[src/rtl/mem_pkg.sv]
// Shared definitions for the static memory, its BIST master and their benches.
package mem_pkg;

  localparam int MEM_DEPTH      = 1024;
  localparam int MEM_WIDTH      = 32;
  localparam int MEM_ADDR_WIDTH = $clog2(MEM_DEPTH);

  localparam logic [1:0] MODE_ADDR = 2'd0;
  localparam logic [1:0] MODE_INV  = 2'd1;
  localparam logic [1:0] MODE_CHK  = 2'd2;
  localparam logic [1:0] MODE_ONES = 2'd3;

  typedef enum logic [2:0] {
    ST_IDLE,
    ST_WR_ISSUE,
    ST_WR_WAIT,
    ST_RD_ISSUE,
    ST_RD_WAIT,
    ST_DONE
  } bist_state_t;

endpackage

[src/rtl/mem_pattern_gen.sv]
// Address-derived BIST data pattern; purely combinational.
module mem_pattern_gen
  import mem_pkg::*;
#(
  parameter int WIDTH      = MEM_WIDTH,
  parameter int ADDR_WIDTH = MEM_ADDR_WIDTH
) (
  input  logic [1:0]            mode,
  input  logic [ADDR_WIDTH-1:0] addr,
  output logic [WIDTH-1:0]      data
);

  always_comb begin
    data = '1;
    case (mode)
      MODE_ADDR: data = WIDTH'(addr);
      MODE_INV:  data = ~(WIDTH'(addr));
      MODE_CHK:  data = addr[0] ? {(WIDTH/2){2'b01}} : {(WIDTH/2){2'b10}};
      MODE_ONES: data = '1;
      default:   data = '1;
    endcase
  end

endmodule

[src/rtl/mem_bist_ctrl.sv]
// BIST master: writes a pattern over an address window, reads it back and
// reports mismatches, first failing address and handshake timeouts.
module mem_bist_ctrl
  import mem_pkg::*;
#(
  parameter int DEPTH      = MEM_DEPTH,
  parameter int WIDTH      = MEM_WIDTH,
  parameter int ADDR_WIDTH = $clog2(DEPTH),
  parameter int ERRW       = 16,
  parameter int TIMEOUT    = 15
) (
  input  logic                  clk,
  input  logic                  rst,
  input  logic                  start,
  input  logic [1:0]            mode,
  input  logic [ADDR_WIDTH-1:0] start_addr,
  input  logic [ADDR_WIDTH:0]   num_words,
  output logic                  valid,
  output logic                  wr_rd,
  output logic [ADDR_WIDTH-1:0] addr,
  output logic [WIDTH-1:0]      wdata,
  input  logic                  ready,
  input  logic [WIDTH-1:0]      rdata,
  output logic                  busy,
  output logic                  done,
  output logic                  pass,
  output logic                  timeout,
  output logic [ERRW-1:0]       err_count,
  output logic [ADDR_WIDTH-1:0] first_err_addr
);

  localparam int TW = (TIMEOUT > 1) ? $clog2(TIMEOUT) : 1;
  localparam logic [ADDR_WIDTH-1:0] LAST_ADDR = ADDR_WIDTH'(DEPTH - 1);

  bist_state_t           state;
  logic [1:0]            mode_q;
  logic [ADDR_WIDTH-1:0] start_addr_q;
  logic [ADDR_WIDTH:0]   nwords_q;
  logic [ADDR_WIDTH:0]   idx;
  logic [TW-1:0]         wait_cnt;

  logic [ADDR_WIDTH-1:0] addr_inc;
  logic                  last_beat;
  logic                  wait_expired;
  logic [1:0]            gen_mode;
  logic [ADDR_WIDTH-1:0] gen_addr;
  logic [WIDTH-1:0]      gen_data;
  logic [WIDTH-1:0]      exp_data;
  logic                  mismatch;

  always_comb begin
    addr_inc     = (addr == LAST_ADDR) ? '0 : addr + 1'b1;
    last_beat    = (idx == nwords_q - 1'b1);
    wait_expired = (wait_cnt == TW'(TIMEOUT - 1));
    gen_mode     = (state == ST_IDLE) ? mode : mode_q;
    gen_addr     = (state == ST_IDLE) ? start_addr : addr_inc;
    mismatch     = (rdata != exp_data);
  end

  // One instance produces the next write word, the other the word expected
  // for the read currently outstanding at the held address.
  mem_pattern_gen #(.WIDTH(WIDTH), .ADDR_WIDTH(ADDR_WIDTH)) u_wr_pat (
    .mode (gen_mode),
    .addr (gen_addr),
    .data (gen_data)
  );

  mem_pattern_gen #(.WIDTH(WIDTH), .ADDR_WIDTH(ADDR_WIDTH)) u_rd_pat (
    .mode (mode_q),
    .addr (addr),
    .data (exp_data)
  );

  always_ff @(posedge clk or posedge rst) begin
    if (rst) begin
      state          <= ST_IDLE;
      mode_q         <= '0;
      start_addr_q   <= '0;
      nwords_q       <= '0;
      idx            <= '0;
      wait_cnt       <= '0;
      valid          <= 1'b0;
      wr_rd          <= 1'b0;
      addr           <= '0;
      wdata          <= '0;
      busy           <= 1'b0;
      done           <= 1'b0;
      pass           <= 1'b0;
      timeout        <= 1'b0;
      err_count      <= '0;
      first_err_addr <= '0;
    end else begin
      valid <= 1'b0;
      done  <= 1'b0;
      case (state)
        ST_IDLE: begin
          if (start) begin
            mode_q         <= mode;
            start_addr_q   <= start_addr;
            nwords_q       <= num_words;
            idx            <= '0;
            err_count      <= '0;
            first_err_addr <= '0;
            pass           <= 1'b0;
            timeout        <= 1'b0;
            busy           <= 1'b1;
            if (num_words == '0) begin
              state <= ST_DONE;
              done  <= 1'b1;
              pass  <= 1'b1;
            end else begin
              state <= ST_WR_ISSUE;
              valid <= 1'b1;
              wr_rd <= 1'b1;
              addr  <= start_addr;
              wdata <= gen_data;
            end
          end
        end
        ST_WR_ISSUE: begin
          state    <= ST_WR_WAIT;
          wait_cnt <= '0;
        end
        ST_RD_ISSUE: begin
          state    <= ST_RD_WAIT;
          wait_cnt <= '0;
        end
        ST_WR_WAIT: begin
          if (ready) begin
            valid <= 1'b1;
            if (last_beat) begin
              idx   <= '0;
              state <= ST_RD_ISSUE;
              wr_rd <= 1'b0;
              addr  <= start_addr_q;
            end else begin
              idx   <= idx + 1'b1;
              state <= ST_WR_ISSUE;
              addr  <= addr_inc;
              wdata <= gen_data;
            end
          end else if (wait_expired) begin
            state   <= ST_DONE;
            done    <= 1'b1;
            timeout <= 1'b1;
          end else begin
            wait_cnt <= wait_cnt + 1'b1;
          end
        end
        ST_RD_WAIT: begin
          if (ready) begin
            if (mismatch) begin
              if (err_count != '1) err_count <= err_count + 1'b1;
              if (err_count == '0) first_err_addr <= addr;
            end
            if (last_beat) begin
              state <= ST_DONE;
              done  <= 1'b1;
              // Include the final comparison, which lands in this same edge.
              pass  <= !mismatch && (err_count == '0);
            end else begin
              idx   <= idx + 1'b1;
              state <= ST_RD_ISSUE;
              valid <= 1'b1;
              addr  <= addr_inc;
            end
          end else if (wait_expired) begin
            state   <= ST_DONE;
            done    <= 1'b1;
            timeout <= 1'b1;
          end else begin
            wait_cnt <= wait_cnt + 1'b1;
          end
        end
        ST_DONE: begin
          busy  <= 1'b0;
          state <= ST_IDLE;
        end
        default: state <= ST_IDLE;
      endcase
    end
  end

endmodule

[config.mk]
export PLATFORM = sky130hd
export DESIGN_NAME = mem_bist_ctrl
export DESIGN_NICKNAME = d
export VERILOG_FILES = /design/src/rtl/mem_pkg.sv /design/src/rtl/mem_pattern_gen.sv /design/src/rtl/mem_bist_ctrl.sv
export SDC_FILE = /design/constraint.sdc
export NUM_CORES = 1
export LEC_CHECK = 0
export BUFFER_PORTS_ARGS = -buffer_cell sky130_fd_sc_hd__buf_2
export CORE_ASPECT_RATIO = 0.75
export CORE_MARGIN = 10
export CORE_UTILIZATION = 58
export CTS_BUF_LIST = sky130_fd_sc_hd__clkbuf_4 sky130_fd_sc_hd__clkbuf_8
export CTS_CLUSTER_SIZE = 14
export DETAILED_ROUTE_END_ITERATION = 10
export MAX_ROUTING_LAYER = met4
export PLACE_DENSITY = 0.89
export RECOVER_POWER = 25
export SYNTH_ARGS = -nofsm -noshare
export SYNTH_HDL_FRONTEND = slang
export SYNTH_SLANG_ARGS = --single-unit
[constraint.sdc]
create_clock -name clk -period 3.9 [get_ports clk]
set_input_delay 0.195 -clock clk [delete_from_list [all_inputs] [get_ports clk]]
set_output_delay 0.195 -clock clk [all_outputs]
set_load 0.03 [all_outputs]
---- Word level (Yosys, flattened, before mapping) ----
Index checks and enable logic that the tools add are counted.
operators by class
  muxes and demuxes ....................... 74
  add/sub/neg operators ................... 5
  equal/unequal tests ..................... 30
  reduce and logical (&&, ||, !) cells .... 26
  bitwise logic cells ..................... 2
operators by type and width
  kind                     number
  $pmux W32 S4             2
  $mux W32                 6
  $mux W10                 12
  $mux W16                 4
  $not A10 Y32             2
  $pmux W32 S2             1
  $mux W11                 5
  $pmux W11 S3             1
  $ne A32 B32 Y1           1
  $pmux W16 S2             1
  $pmux W10 S3             1
  $ne A2 B2 Y1 const B     13
  $reduce_and A5 Y1        5
  $mux W1                  22
  $pmux W10 S2             1
  $mux W3                  6
  $add A16 B1 Y16 const B  1
  $logic_not A16 Y1        1
  $ne A16 B16 Y1 const B   1
  $pmux W3 S5              1
  $add A11 B1 Y11 const B  1
  $eq A11 B11 Y1           1
  $logic_not A11 Y1        1
  $sub A11 B1 Y11 const B  1
  other kinds (26)         46
storage, ports and cells
  logic and storage cells ................. 153
  input bits .............................. 59
  output and inout bits ................... 74
  flip-flop bits (word level) ............. 115

---- Longest topological paths before layout ----
Gate-level depths: netlist of run 1.
  depth after elaboration ................. 8
  depth in mapped cells ................... 13
  gate-level depth less buffers ........... 10

---- Cells and area by module ----
From an unflattened synthesis of run 1, not the netlist that was laid out.
second synthesis, totals
  cell total of the unflattened synthesis .. 847
  area total of the unflattened synthesis .. 7657.3 um^2
by module, submodules not included
  module           seq. area each (um^2)  instances  area each (um^2)  cells an instance
  mem_bist_ctrl    2877.8                 1          6881.6            733
  mem_pattern_gen  0.0                    2          387.9             57

---- Worst setup path before layout of run 1 ----
No wires, ideal clock.
  path type ............................... reg-to-reg
  from .................................... register nwords_q[0]
  to ...................................... register pass
  arrival ................................. 2674 ps
  cell stages (with the launch flop) ...... 13
  setup time .............................. 128 ps
  clock period less this slack ............ 2802 ps
  data required time ...................... 3772 ps
  setup slack ............................. 1098 ps
  buffers on the path ..................... 2
  cell sequence ........................... dfrtp_1 -> buf_2 -> inv_1 -> ha_1 -> clkbuf_1 -> nor2b_1 -> nand4b_1 -> xnor2_1 -> nor4b_2 -> o311ai_4 -> or2_1 -> a21boi_1 -> mux2_1
between the ends
  word-level cells in the longest chain between the ends .. 4
ends and longest elaborated chain
  item                         RTL line              text
  from (decl)                  mem_bist_ctrl.sv:38   logic [ADDR_WIDTH:0] nwords_q;
  from (signal assigned)       mem_bist_ctrl.sv:100  nwords_q <= num_words;
  $sub A11 B1 Y11              mem_bist_ctrl.sv:53   last_beat = (idx == nwords_q - 1'b1);
  $eq A11 B11 Y1               mem_bist_ctrl.sv:53
  $ne A2 B2 Y1 (no line)       --
  $reduce_and A4 Y1 (no line)  --
  to (signal assigned)         mem_bist_ctrl.sv:160  pass <= !mismatch && (err_count == '0);
  to (decl)                    mem_bist_ctrl.sv:26   output logic pass,
Every way passes these cells.
A chain may end at the register's enable or synchronous reset.

---- Final worst setup path of run 1 ----
Same ends and word-level chain as after synthesis.

==> impl_results.md, run 1 <==
* Largest family of logic cells by synthesized area: simple AND/OR/NAND/NOR gates
* Non-filler cells, final at 1035
* LEAKAGE at 3.32 nW
* Area fraction in compound gates after synthesis at 0.198
* Total gr overflow at 0
* Fmax at 291 MHz
* Io pins at 133
* TritonCTS clock tree: done
* Cell Rows at 33
* Synthesized area per cell at 8.16 sq um
* Die X at 143 um
* Max-cap violations at 1
* Ys Warns at 0
* Count of final setup violators at 0
* Routability cong. at 0.924
* Hold Path Sink: nwords_q[7]
* Reg clk slew, reported paths at 0.10 ns
* Slew Limit Fails at 76
* Max H-tree Level at 3
* Crit start category: flop
* Sequential area share after synthesis at 0.362
* Starting Density at 0.597
* Initial drt markers at 754
* Vias per inst at 6.24
* Post-Syn Area at 6560 sq um
* Number of synthesized flops with an enable pin at 0
* Crit-path leading delay family: compound AO/OA/AOI/OAI gates
* #FFs+latches synth at 95
* Most common cell after layout, fill and taps aside: buf_2
* DP Wirelength at 13.7 mm
* Hold Path Class: in2reg
* Root buffer cell: clkbuf_8
* Largest net degree at the start of global routing at 76
* Area of the multi-input gates at 3700 sq um
* Fin area at 7380 sq um
* Placement Cell Area at 7130 sq um
* All-Layer GR Usage at 0.237
* Slew headroom at -0.873
* Max VDD drop at 0.471 mV
* Mapped Nets at 870
* Power Total at 5.58 mW
* Final nets at 956
* Wirelength per Cell at 18.2 um
* Worst Skew at 0.0126 ns
* Reg-to-reg slack, setup at 0.46 ns
* Outcome: complete, but fails checks
* Total iterations of the first detailed-routing run at 8
* Ys async rst share at 1.00
* Clock Latency Late Sink at 0.39 ns
* Chip Height at 112 um
* Port buffer count at 132
* Final worst-path cycle share at 0.882
* WS Path Type: reg2reg
* Least-Margin Pin Slew at 2.81 ns
* Xor and xnor area share after synthesis at 0.0467
* Mux share of post-synthesis cell area at 0.0582
* Vias in the first global route at 5964
* Synth Area in Adders at 0.0134
* Inserted Diodes at 0
* Worst path bufs/invs at 2
* DP Cell Count at 1019
* R2R depth at 11
* Hold depth at 3
* Fillers at 882
* Post-synthesis simple-gate area fraction at 0.248
* Start of the worst register-to-register path: nwords_q[0]
* Data arrival time of the worst path at 3.72 ns
* RSZ-0062 raised after global routing: false
* Clock Path Buffers at 2
* Layout cell share with drive strength beyond 1 at 0.216
* Inserted Clock Buffers at 9
* Post_cts resized at 0
* Count of cell types in the netlist at 75
* CP max FO at 13
* P&R area growth vs syn at 12.5%
* Post-CTS setup buffer count at 0
* Initial antenna violation count at 0
* Req. time, crit path at 4.18 ns
* Core region area at 11000 sq um
* Pwr per Cell Area at 757 nW/um^2
* Routed Antenna Nets at 0
* Crit-path slowest cell: dfrtp_1
* Min Tclk post-route at 3.44 ns
* DRC Markers at 0
* Failing checks: capacitance limit, slew limit
* First-pass GRT wire length at 30.7 mm
* Synth Flop Type: dfrtp_1
* Worst Setup End Kind: flop
* Hold path start: num_words[7]
* Cells after synthesis at 804
* Final hold viol count at 0
* CP Cell Sequence: inv_1 > ha_1 > o21bai_1 > a211oi_1 > a2111oi_0 > a311oi_1 > o311ai_4 > buf_4 > or2_1 > a21boi_1 > mux2_1
* R2R Path End: pass
* Most frequent cells in the layout: buf_2 (132), nand2_1 (127), dfrtp_1 (95), nor2_1 (68), a21oi_1 (48)
* Total wire length at 18.9 mm
* Die area at 16000 sq um
* Clk sink count at 95
* Detailed-route via count at 6461
* Setup TNS at 0 ns
* CTS Hold Buffers Added at 0
* Max incr delay on CP at 0.50 ns
* Register Area at 2380 sq um
per-stage QoR:
step	setup slack, ns	hold WS (ns)	util
final	0.459	0.0170	0.672
after global routing	0.264	0.0353	0.672
after CTS	0.517	0.00592	0.672
after detailed placement	0.538	0.409	0.650
after global placement	0.624	0.408	0.650
after floorplan	1.10	0.300	-
cells by family after synthesis:
logic type / Yosys count
AND/OR/NAND/NOR: 335
AO/OA/AOI/OAI: 198
buffers and inverters: 98
flip-flops: 95
multiplexers: 36
XOR/XNOR: 35
adder cells (fa/ha/maj): 7
state kept, by name (all words and copies together), names as in the netlist:
signal and count:
nwords_q 11, busy 1, pass 1, addr 10, valid 1, idx 11
wr_rd 1, mode_q 2, state 3, wait_cnt 4, first_err_addr 10, done 1
start_addr_q 10, err_count 16, timeout 1, wdata 12
final cells by class:
type,instances,share of cell area
Multi-Input combinational cell,611,0.502
Sequential cell,95,0.322
Timing Repair Buffer,149,0.107
Tap cell,140,0.0237
Clock buffer,9,0.0168
Clock inverter,7,0.0163
Inverter,24,0.0122
worst reg2reg max path, stage by stage, from the launching register on:
cell	delay (ns)
dfrtp_1	0.50
inv_1	0.11
ha_1	0.32
o21bai_1	0.25
a211oi_1	0.24
a2111oi_0	0.10
a311oi_1	0.46
o311ai_4	0.34
buf_4	0.30
or2_1	0.24
a21boi_1	0.16
mux2_1	0.33
synthesized netlist by cell type, types with 5 or more instances:
| cell type | number | share of area |
|---|---|---|
| nand2_1 | 127 | 0.073 |
| dfrtp_1 | 95 | 0.36 |
| nor2_1 | 68 | 0.039 |
| a21oi_1 | 48 | 0.037 |
| o21ai_0 | 47 | 0.036 |
| clkbuf_1 | 30 | 0.017 |
| inv_1 | 24 | 0.014 |
| mux2i_1 | 22 | 0.034 |
| buf_4 | 21 | 0.024 |
| nand3_1 | 21 | 0.016 |
| nor3_1 | 21 | 0.016 |
| or3_1 | 21 | 0.020 |
| a31oi_1 | 20 | 0.019 |
| xnor2_1 | 20 | 0.027 |
| buf_2 | 18 | 0.014 |
| nand4_1 | 15 | 0.014 |
| xor2_1 | 15 | 0.020 |
| a22oi_1 | 13 | 0.015 |
| mux2_2 | 12 | 0.021 |
| nor4_1 | 10 | 0.0095 |
| nor2b_1 | 9 | 0.0086 |
| and3_1 | 7 | 0.0067 |
| ha_1 | 7 | 0.013 |
| o41ai_1 | 7 | 0.0093 |
| or4_1 | 7 | 0.0080 |
| and2_1 | 6 | 0.0057 |
| o211ai_1 | 5 | 0.0057 |
| o22ai_1 | 5 | 0.0048 |
power by group:
group | internal, mW | switching, mW | total (mW)
combinational | 1.11 | 1.92 | 3.03
sequential | 1.25 | 0.499 | 1.75
clock | 0.428 | 0.371 | 0.799
per-layer routing:
layer / up-vias / track usage / routed length, um
li1: 3042 / - / -
met1: 3023 / 0.328 / 8190
met2: 361 / 0.341 / 8400
met3: 35 / 0.0623 / 2010
met4: 0 / 0.0535 / 272
met5: - / - / 0
worst max path at each step:
stage	start	endpoint	cells after the start
floorplan	nwords_q[0]	pass	12
global placement	nwords_q[0]	pass	11
detailed placement	nwords_q[0]	pass	11
CTS	nwords_q[0]	pass	11
global route	nwords_q[0]	pass	11
finish	nwords_q[0]	pass	11
No activity file was read; power rests on OpenSTA's default activity.
==> run 2, diff against run 1 <==
--- a/config.mk
+++ b/config.mk
@@ -6,15 +6,18 @@
 export NUM_CORES = 1
 export LEC_CHECK = 0
 export BUFFER_PORTS_ARGS = -buffer_cell sky130_fd_sc_hd__buf_2
+export CELL_PAD_IN_SITES_DETAIL_PLACEMENT = 0
+export CELL_PAD_IN_SITES_GLOBAL_PLACEMENT = 1
 export CORE_ASPECT_RATIO = 0.75
 export CORE_MARGIN = 10
-export CORE_UTILIZATION = 58
+export CORE_UTILIZATION = 42
 export CTS_BUF_LIST = sky130_fd_sc_hd__clkbuf_4 sky130_fd_sc_hd__clkbuf_8
 export CTS_CLUSTER_SIZE = 14
 export DETAILED_ROUTE_END_ITERATION = 10
 export MAX_ROUTING_LAYER = met4
-export PLACE_DENSITY = 0.89
+export PLACE_DENSITY = 0.87
 export RECOVER_POWER = 25
+export SLEW_MARGIN = 20
 export SYNTH_ARGS = -nofsm -noshare
 export SYNTH_HDL_FRONTEND = slang
 export SYNTH_SLANG_ARGS = --single-unit
==> impl_results.md, run 2 (synthesized netlist as in run 1, its figures left out) <==
* Gate power share at 0.574 (+0.030)
* Initial antenna violation count at 1 (+1)
* Root buffer cell: clkbuf_8
* Core region area at 15300 sq um (+39%)
* Most frequent cells in the layout: buf_2 (132), nand2_1 (127), dfrtp_1 (95), nor2_1 (68), a21oi_1 (48)
* Clock Latency Late Sink at 0.40 ns (about the same)
* Most common cell after layout, fill and taps aside: buf_2
* Final worst-path cycle share at 0.896 (+0.0139)
* Die area at 21100 sq um (+32%)
* Inserted Clock Buffers at 9 (unchanged)
* Post-CTS setup buffer count at 0 (unchanged)
* Total iterations of the first detailed-routing run at 5 (-3)
* Routability cong. at 0.921 (-0.24%)
* Hold Path Class: in2reg
* Final hold viol count at 0 (unchanged)
* RSZ-0062 raised after global routing: false
* WS Path Type: reg2reg
* Count of final setup violators at 0 (unchanged)
* Routed wl met3 at 1.42 mm (-29%)
* All-Layer GR Usage at 0.188 (-0.0492)
* Data arrival time of the worst path at 3.78 ns (+0.06 ns)
* Clock Path Buffers at 2 (unchanged)
* CTS Hold Buffers Added at 0 (unchanged)
* First-pass GRT wire length at 31.5 mm (+2.7%)
* Routed met1 length at 9.26 mm (+13%)
* Die X at 164 um (+15%)
* DP Wirelength at 14.5 mm (+5.6%)
* Layout cell share with drive strength beyond 1 at 0.223 (+0.00695)
* Max reg flops at 16 (unchanged)
* P&R area growth vs syn at 14.0%
* Fillers at 1535 (+74%)
* Largest net degree at the start of global routing at 79 (+3.9%)
* Cell Rows at 39 (+18%)
* Fmax at 286 MHz (-1.6%)
* Worst Skew at 0.0141 ns (+0.00155 ns)
* Total wire length at 19.6 mm (+3.6%)
* Initial drt markers at 496 (-34%)
* Slew headroom at -0.985 (-0.112)
* Post-Route Utilization at 0.490 (-0.182)
* Starting Density at 0.429 (-0.168)
* Vias in the first global route at 5914 (-0.84%)
* Setup TNS at 0 ns (unchanged)
* Crit start category: flop
* Io pins at 133 (unchanged)
* Chip Height at 128 um (+14%)
* Total gr overflow at 0 (unchanged)
* DRC Markers at 0 (unchanged)
* TritonCTS clock tree: done
* Post_cts resized at 0 (unchanged)
* Clk sink count at 95 (unchanged)
* Worst Setup End Kind: flop
* Max H-tree Level at 3 (unchanged)
* CP max FO at 13 (unchanged)
* Reg clk slew, reported paths at 0.10 ns (about the same)
* Internal cell power at 2.71 mW (-2.9%)
* Req. time, crit path at 4.18 ns (about the same)
* Detailed-route via count at 6315 (-2.3%)
* Clock group share of total power at 0.126 (-0.017)
* Wirelength per Cell at 17.6 um (-3.3%)
* Seq pwr share at 0.300 (-0.013)
* Biggest regs: err_count (16), wdata (12)
* Sw frac at 0.511 (+0.0101)
* Outcome: complete, but fails checks
* Least-Margin Pin Slew at 2.98 ns (+0.168 ns)
* Max VDD drop at 0.533 mV (+13%)
* LEAKAGE at 3.33 nW (+0.37%)
* Failing checks: capacitance limit, slew limit
* Port buffer count at 132 (unchanged)
* Slew Limit Fails at 79 (+3.9%)
* Final nets at 964 (+0.84%)
* Reg with most FFs: err_count
* Min Tclk post-route at 3.50 ns (+0.0543 ns)
* Pwr per Cell Area at 740 nW/um^2 (-2.2%)
* Vias per inst at 5.69 (-8.8%)
* Sw power at 2.82 mW (+1.1%)
* DR WL met2 at 8.55 mm (+1.8%)
* Routed Antenna Nets at 0 (unchanged)
* Max-cap violations at 1 (unchanged)
* Top sig layer: met4
## run 2: changes by cell type in the layout (fill, tap and decap cells not counted)
| cell | change |
|---|---|
| diode_2 | +1 |
| clkinv_2 | -1 |
| inv_6 | +2 |
| buf_4 | +8 |
| clkinv_4 | -1 |
| bufinv_16 | -2 |
| clkinvlp_4 | +2 |
## run 2: final cells by class
type	count	area (sq um)	area share
Clock inverter	7	78.8	0.0105
Tap cell	205	256	0.0343
Timing Repair Buffer	157	848	0.113
Multi-Input combinational cell	611	3700	0.495
Antenna cell	1	2.50	0.000335
Sequential cell	95	2380	0.318
Clock buffer	9	124	0.0166
Inverter	24	90.1	0.0120
## run 2: per-stage QoR
step	power [mW]	cell area, sq um	hold slack (ns)	cells	setup WS [ns]
floorplan	4.08	6560	0.300	804	1.10
global placement	4.81	7280	0.413	1092	0.613
detailed placement	4.83	7280	0.419	1092	0.478
CTS	5.54	7480	0.000556	1108	0.460
global route	5.96	7480	0.0219	1109	0.198
finish	5.53	7480	0.0150	1109	0.405
## run 2: worst max-delay path, cell delays in order (launching register included)
cell and delay (ns):
dfrtp_1 0.48, inv_1 0.11, ha_1 0.36, nor2b_1 0.31
and4b_1 0.23, a2111oi_0 0.07, a311oi_1 0.47, o311ai_4 0.35
buf_4 0.30, or2_1 0.24, a21boi_1 0.15, mux2_1 0.32
## run 2: per-layer routing
layer | track usage | vias up
li1 | - | 3066
met1 | 0.265 | 2993
met2 | 0.269 | 230
met3 | 0.0372 | 26
met4 | 0.0488 | 0
met5 | - | -
## run 2: final timing paths
check                             start                 to  slack, ns  depth (start not counted)
setup / recovery            nwords_q[0]               pass       0.40                         11
hold / removal             num_words[4]        nwords_q[4]       0.01                          3
setup reg to reg            nwords_q[0]               pass       0.40                         11
hold reg to reg                    pass               pass       0.49                          1
max in group asynchronous           rst    start_addr_q[2]       1.33                          2
min in group asynchronous           rst  first_err_addr[0]       0.87                          2
## run 2: power by group through the flow
stage / Combinational, mW / Sequential (mW) / Clock [mW]
2_1_floorplan: 2.38 / 1.69 / 0
5_1_grt: 3.50 / 1.71 / 0.747
6_report: 3.18 / 1.66 / 0.696
3_5_place_dp: 3.16 / 1.67 / 0
3_3_place_gp: 3.14 / 1.66 / 0
4_1_cts: 3.18 / 1.65 / 0.714
==> run 3, diff against run 2 <==
--- a/config.mk
+++ b/config.mk
@@ -10,14 +10,16 @@
 export CELL_PAD_IN_SITES_GLOBAL_PLACEMENT = 1
 export CORE_ASPECT_RATIO = 0.75
 export CORE_MARGIN = 10
-export CORE_UTILIZATION = 42
+export CORE_UTILIZATION = 45
 export CTS_BUF_LIST = sky130_fd_sc_hd__clkbuf_4 sky130_fd_sc_hd__clkbuf_8
 export CTS_CLUSTER_SIZE = 14
 export DETAILED_ROUTE_END_ITERATION = 10
 export MAX_ROUTING_LAYER = met4
-export PLACE_DENSITY = 0.87
+export PLACE_DENSITY = 0.89
 export RECOVER_POWER = 25
 export SLEW_MARGIN = 20
 export SYNTH_ARGS = -nofsm -noshare
 export SYNTH_HDL_FRONTEND = slang
+export SYNTH_HIERARCHICAL = 1
 export SYNTH_SLANG_ARGS = --single-unit
+export TNS_END_PERCENT = 5
==> impl_results.md, run 3 <==
* Start of the worst register-to-register path: nwords_q[0]
* Max-cap violations at 1 (unchanged)
* Gate power share at 0.546 (-0.028)
* Synth Flop Type: dfrtp_1
* Final nets at 1025 (+6.3%)
* Inserted Diodes at 0 (-1)
* CP max FO at 22 (+9)
* Total gr overflow at 0 (unchanged)
* Req. time, crit path at 4.25 ns (+0.07 ns)
* Wirelength per Cell at 17.7 um (+0.48%)
* Area of the multi-input gates at 4140 sq um (+12%)
* Ys async rst share at 1.00 (unchanged)
* Register Area at 2880 sq um (+21%)
* Synthesized area per cell at 9.04 sq um (+11%)
* Routability cong. at 0.891 (-3.3%)
* Seq pwr share at 0.298 (-0.002)
* Crit-path slowest cell: nor2_4
* LEAKAGE at 3.91 nW (+17%)
* Slew Limit Fails at 61 (-23%)
* Clock Latency Late Sink at 0.47 ns (+0.07 ns)
* WP depth at 10 (-1)
* Max H-tree Level at 4 (+1)
* Port buffer count at 132 (unchanged)
* Outcome: complete, but fails checks
* Cell accounting for the most synthesized area: dfrtp_1
* Starting Density at 0.456 (+0.0271)
* Count of final setup violators at 0 (unchanged)
* R2R Path End: wdata[20]
* Post-Route Utilization at 0.525 (+0.0352)
* P&R area growth vs syn at 15.0%
* Sw frac at 0.473 (-0.0375)
* Cell Rows at 41 (+5.1%)
* Initial antenna violation count at 0 (-1)
* Pwr per Cell Area at 827 nW/um^2 (+12%)
* Hold Path Class: in2reg
* Final worst-path cycle share at 0.884 (-0.0123)
* Count of cell types in the netlist at 62 (-17%)
* Place WS at 0.459 ns (-0.0197 ns)
* Routed Antenna Nets at 0 (unchanged)
* All-Layer GR Usage at 0.193 (+0.00505)
* WS Path Type: reg2reg
* Sequential area share after synthesis at 0.376 (+0.0134)
* Clk sink count at 115 (+21%)
* Final hold viol count at 0 (unchanged)
* Max VDD drop at 0.617 mV (+16%)
* First-pass GRT wire length at 34.6 mm (+9.7%)
* Number of synthesized flops with an enable pin at 0 (unchanged)
* Least-Margin Pin Slew at 2.38 ns (-0.594 ns)
* Post-CTS setup buffer count at 0 (unchanged)
* Failing checks: capacitance limit, slew limit
* Crit-path leading delay family: simple AND/OR/NAND/NOR gates
* Root buffer cell: clkbuf_8
* Initial drt markers at 564 (+14%)
* Largest net degree at the start of global routing at 62 (-22%)
* CP Cell Sequence: inv_1 > ha_1 > nor3b_1 > a21oi_1 > a211oi_1 > o31ai_2 > and4_1 > nor2_4 > buf_4 > mux2_4
* Setup ws final at 0.453 ns (+0.0479 ns)
* RSZ-0062 raised after global routing: false
* Total iterations of the first detailed-routing run at 5 (unchanged)
* TritonCTS clock tree: done
* Clock Path Buffers at 2 (unchanged)
* Synth top area share at 0.376 (+0.0134)
* Cells after synthesis at 847 (+5.3%)
* Fmax at 290 MHz (+1.4%)
* Slew headroom at -0.590 (+0.394)
* Ys Warns at 6 (+6)
* Fillers at 1594 (+3.8%)
* Max reg flops at 32 (+16)
* Detailed-route via count at 6591 (+4.4%)
* Io pins at 133 (unchanged)
* Chip Height at 133 um (+3.7%)
* Die X at 171 um (+3.9%)
* CP startpoint: nwords_q[0]
* Die area at 22700 sq um (+7.7%)
* Vias in the first global route at 6320 (+6.9%)
* Total wire length at 21.0 mm (+7.5%)
* Internal cell power at 3.84 mW (+42%)
* Count leader, synth: nand2_1
* Clock group share of total power at 0.155 (+0.029)
* Worst Setup End Kind: flop
* Synth area leaders: dfrtp_1 (38%), mux2_4 (7.1%), nand2_1 (6.3%)
* Crit start category: flop
* Most common cell after layout, fill and taps aside: nand2_1
* DP Wirelength at 15.3 mm (+5.5%)
* Mapped Nets at 913 (+4.9%)
* Layout cell share with drive strength beyond 1 at 0.249 (+0.0264)
* Post-Syn Area at 7660 sq um (+17%)
* Min Tclk post-route at 3.45 ns (-0.0479 ns)
* Inserted Clock Buffers at 17 (+8)
* Reg with most FFs: wdata
* Reg-to-reg slack, setup at 0.45 ns (+0.05 ns)
* Vias per inst at 5.55 (-2.5%)
* Biggest regs: wdata (32), err_count (16)
* Setup TNS at 0 ns (unchanged)
* Data arrival time of the worst path at 3.80 ns (+0.02 ns)
* Core region area at 16800 sq um (+9.8%)
* Max incr delay on CP at 0.67 ns (+0.19 ns)
* Worst path bufs/invs at 2 (unchanged)
* Most frequent cells after synthesis: nand2_1 (128), dfrtp_1 (115), a21oi_1 (55)
* Worst Skew at 0.0198 ns (+0.00564 ns)
* Reg clk slew, reported paths at 0.08 ns (-0.02 ns)
* #FFs+latches synth at 115 (+21%)
* Sw power at 3.45 mW (+22%)
* Worst Setup EP: wdata[20]
* DRC Markers at 0 (unchanged)
* Most frequent cells in the layout: nand2_1 (128), buf_2 (116), dfrtp_1 (115), a21oi_1 (55), nor2_1 (44)
* R2R depth at 10 (-1)
[run 3: repair_timing]
action	CTS	global route
gates resized for setup	0	0
endpoints found under the hold margin	83	0
hold buffers	24	0
[run 3: worst min-delay path by stage]
stage | from | end | cells after the start
after floorplan | mode[0] | mode_q[0] | 2
after global placement | rst | first_err_addr[6] | 2
after detailed placement | rst | first_err_addr[6] | 2
after CTS | start | busy | 3
after global routing | start | busy | 3
final | start | busy | 3
[run 3: area by class of cell]
class                      count  share of cell area
clock buffer                  17              0.0266
clock inverter                15              0.0179
inverter                      25              0.0107
multi-input combinational    626               0.471
sequential                   115               0.327
tap                          215              0.0306
timing repair buffer         174               0.117
[run 3: logic make-up after synthesis]
family	count (synthesis)	share of synthesized area
flip-flops	115	0.376
multiplexers	71	0.119
AND/OR/NAND/NOR	332	0.216
AO/OA/AOI/OAI	168	0.140
adder cells (fa/ha/maj)	7	0.0114
XOR/XNOR	48	0.0549
buffers and inverters	106	0.0833
[run 3: metal layers]
layer	up-vias	share of wire	wire length, um	global-route usage
li1	3201	-	-	-
met1	3164	0.49	10300	0.274
met2	209	0.45	9380	0.269
met3	17	0.056	1170	0.0493
met4	0	0.0093	195	0.0418
met5	-	0	0	-
[run 3: worst min-delay path, cell delays in order]
cell and delay, ns:
buf_2 0.13, a21oi_1 0.12, o21ai_0 0.08
[run 3: power by group through the flow]
stage                     clock network (mW)  registers [mW]  logic [mW]
after floorplan                            0            2.43        3.19
after global placement                     0            2.17        3.90
after detailed placement                   0            2.17        3.95
after CTS                               1.15            2.16        3.99
after global routing                    1.21            2.24        4.38
final                                   1.13            2.17        3.98
[run 3: metrics by stage]
stage	cell area, sq um	cells	power [mW]	hold slack [ns]
detailed placement	8200	1131	6.12	0.401
CTS	8830	1187	7.30	0.104
global placement	8200	1131	6.07	0.396
floorplan	7660	847	5.62	0.300
finish	8800	1187	7.29	0.119
global route	8800	1187	7.83	0.134
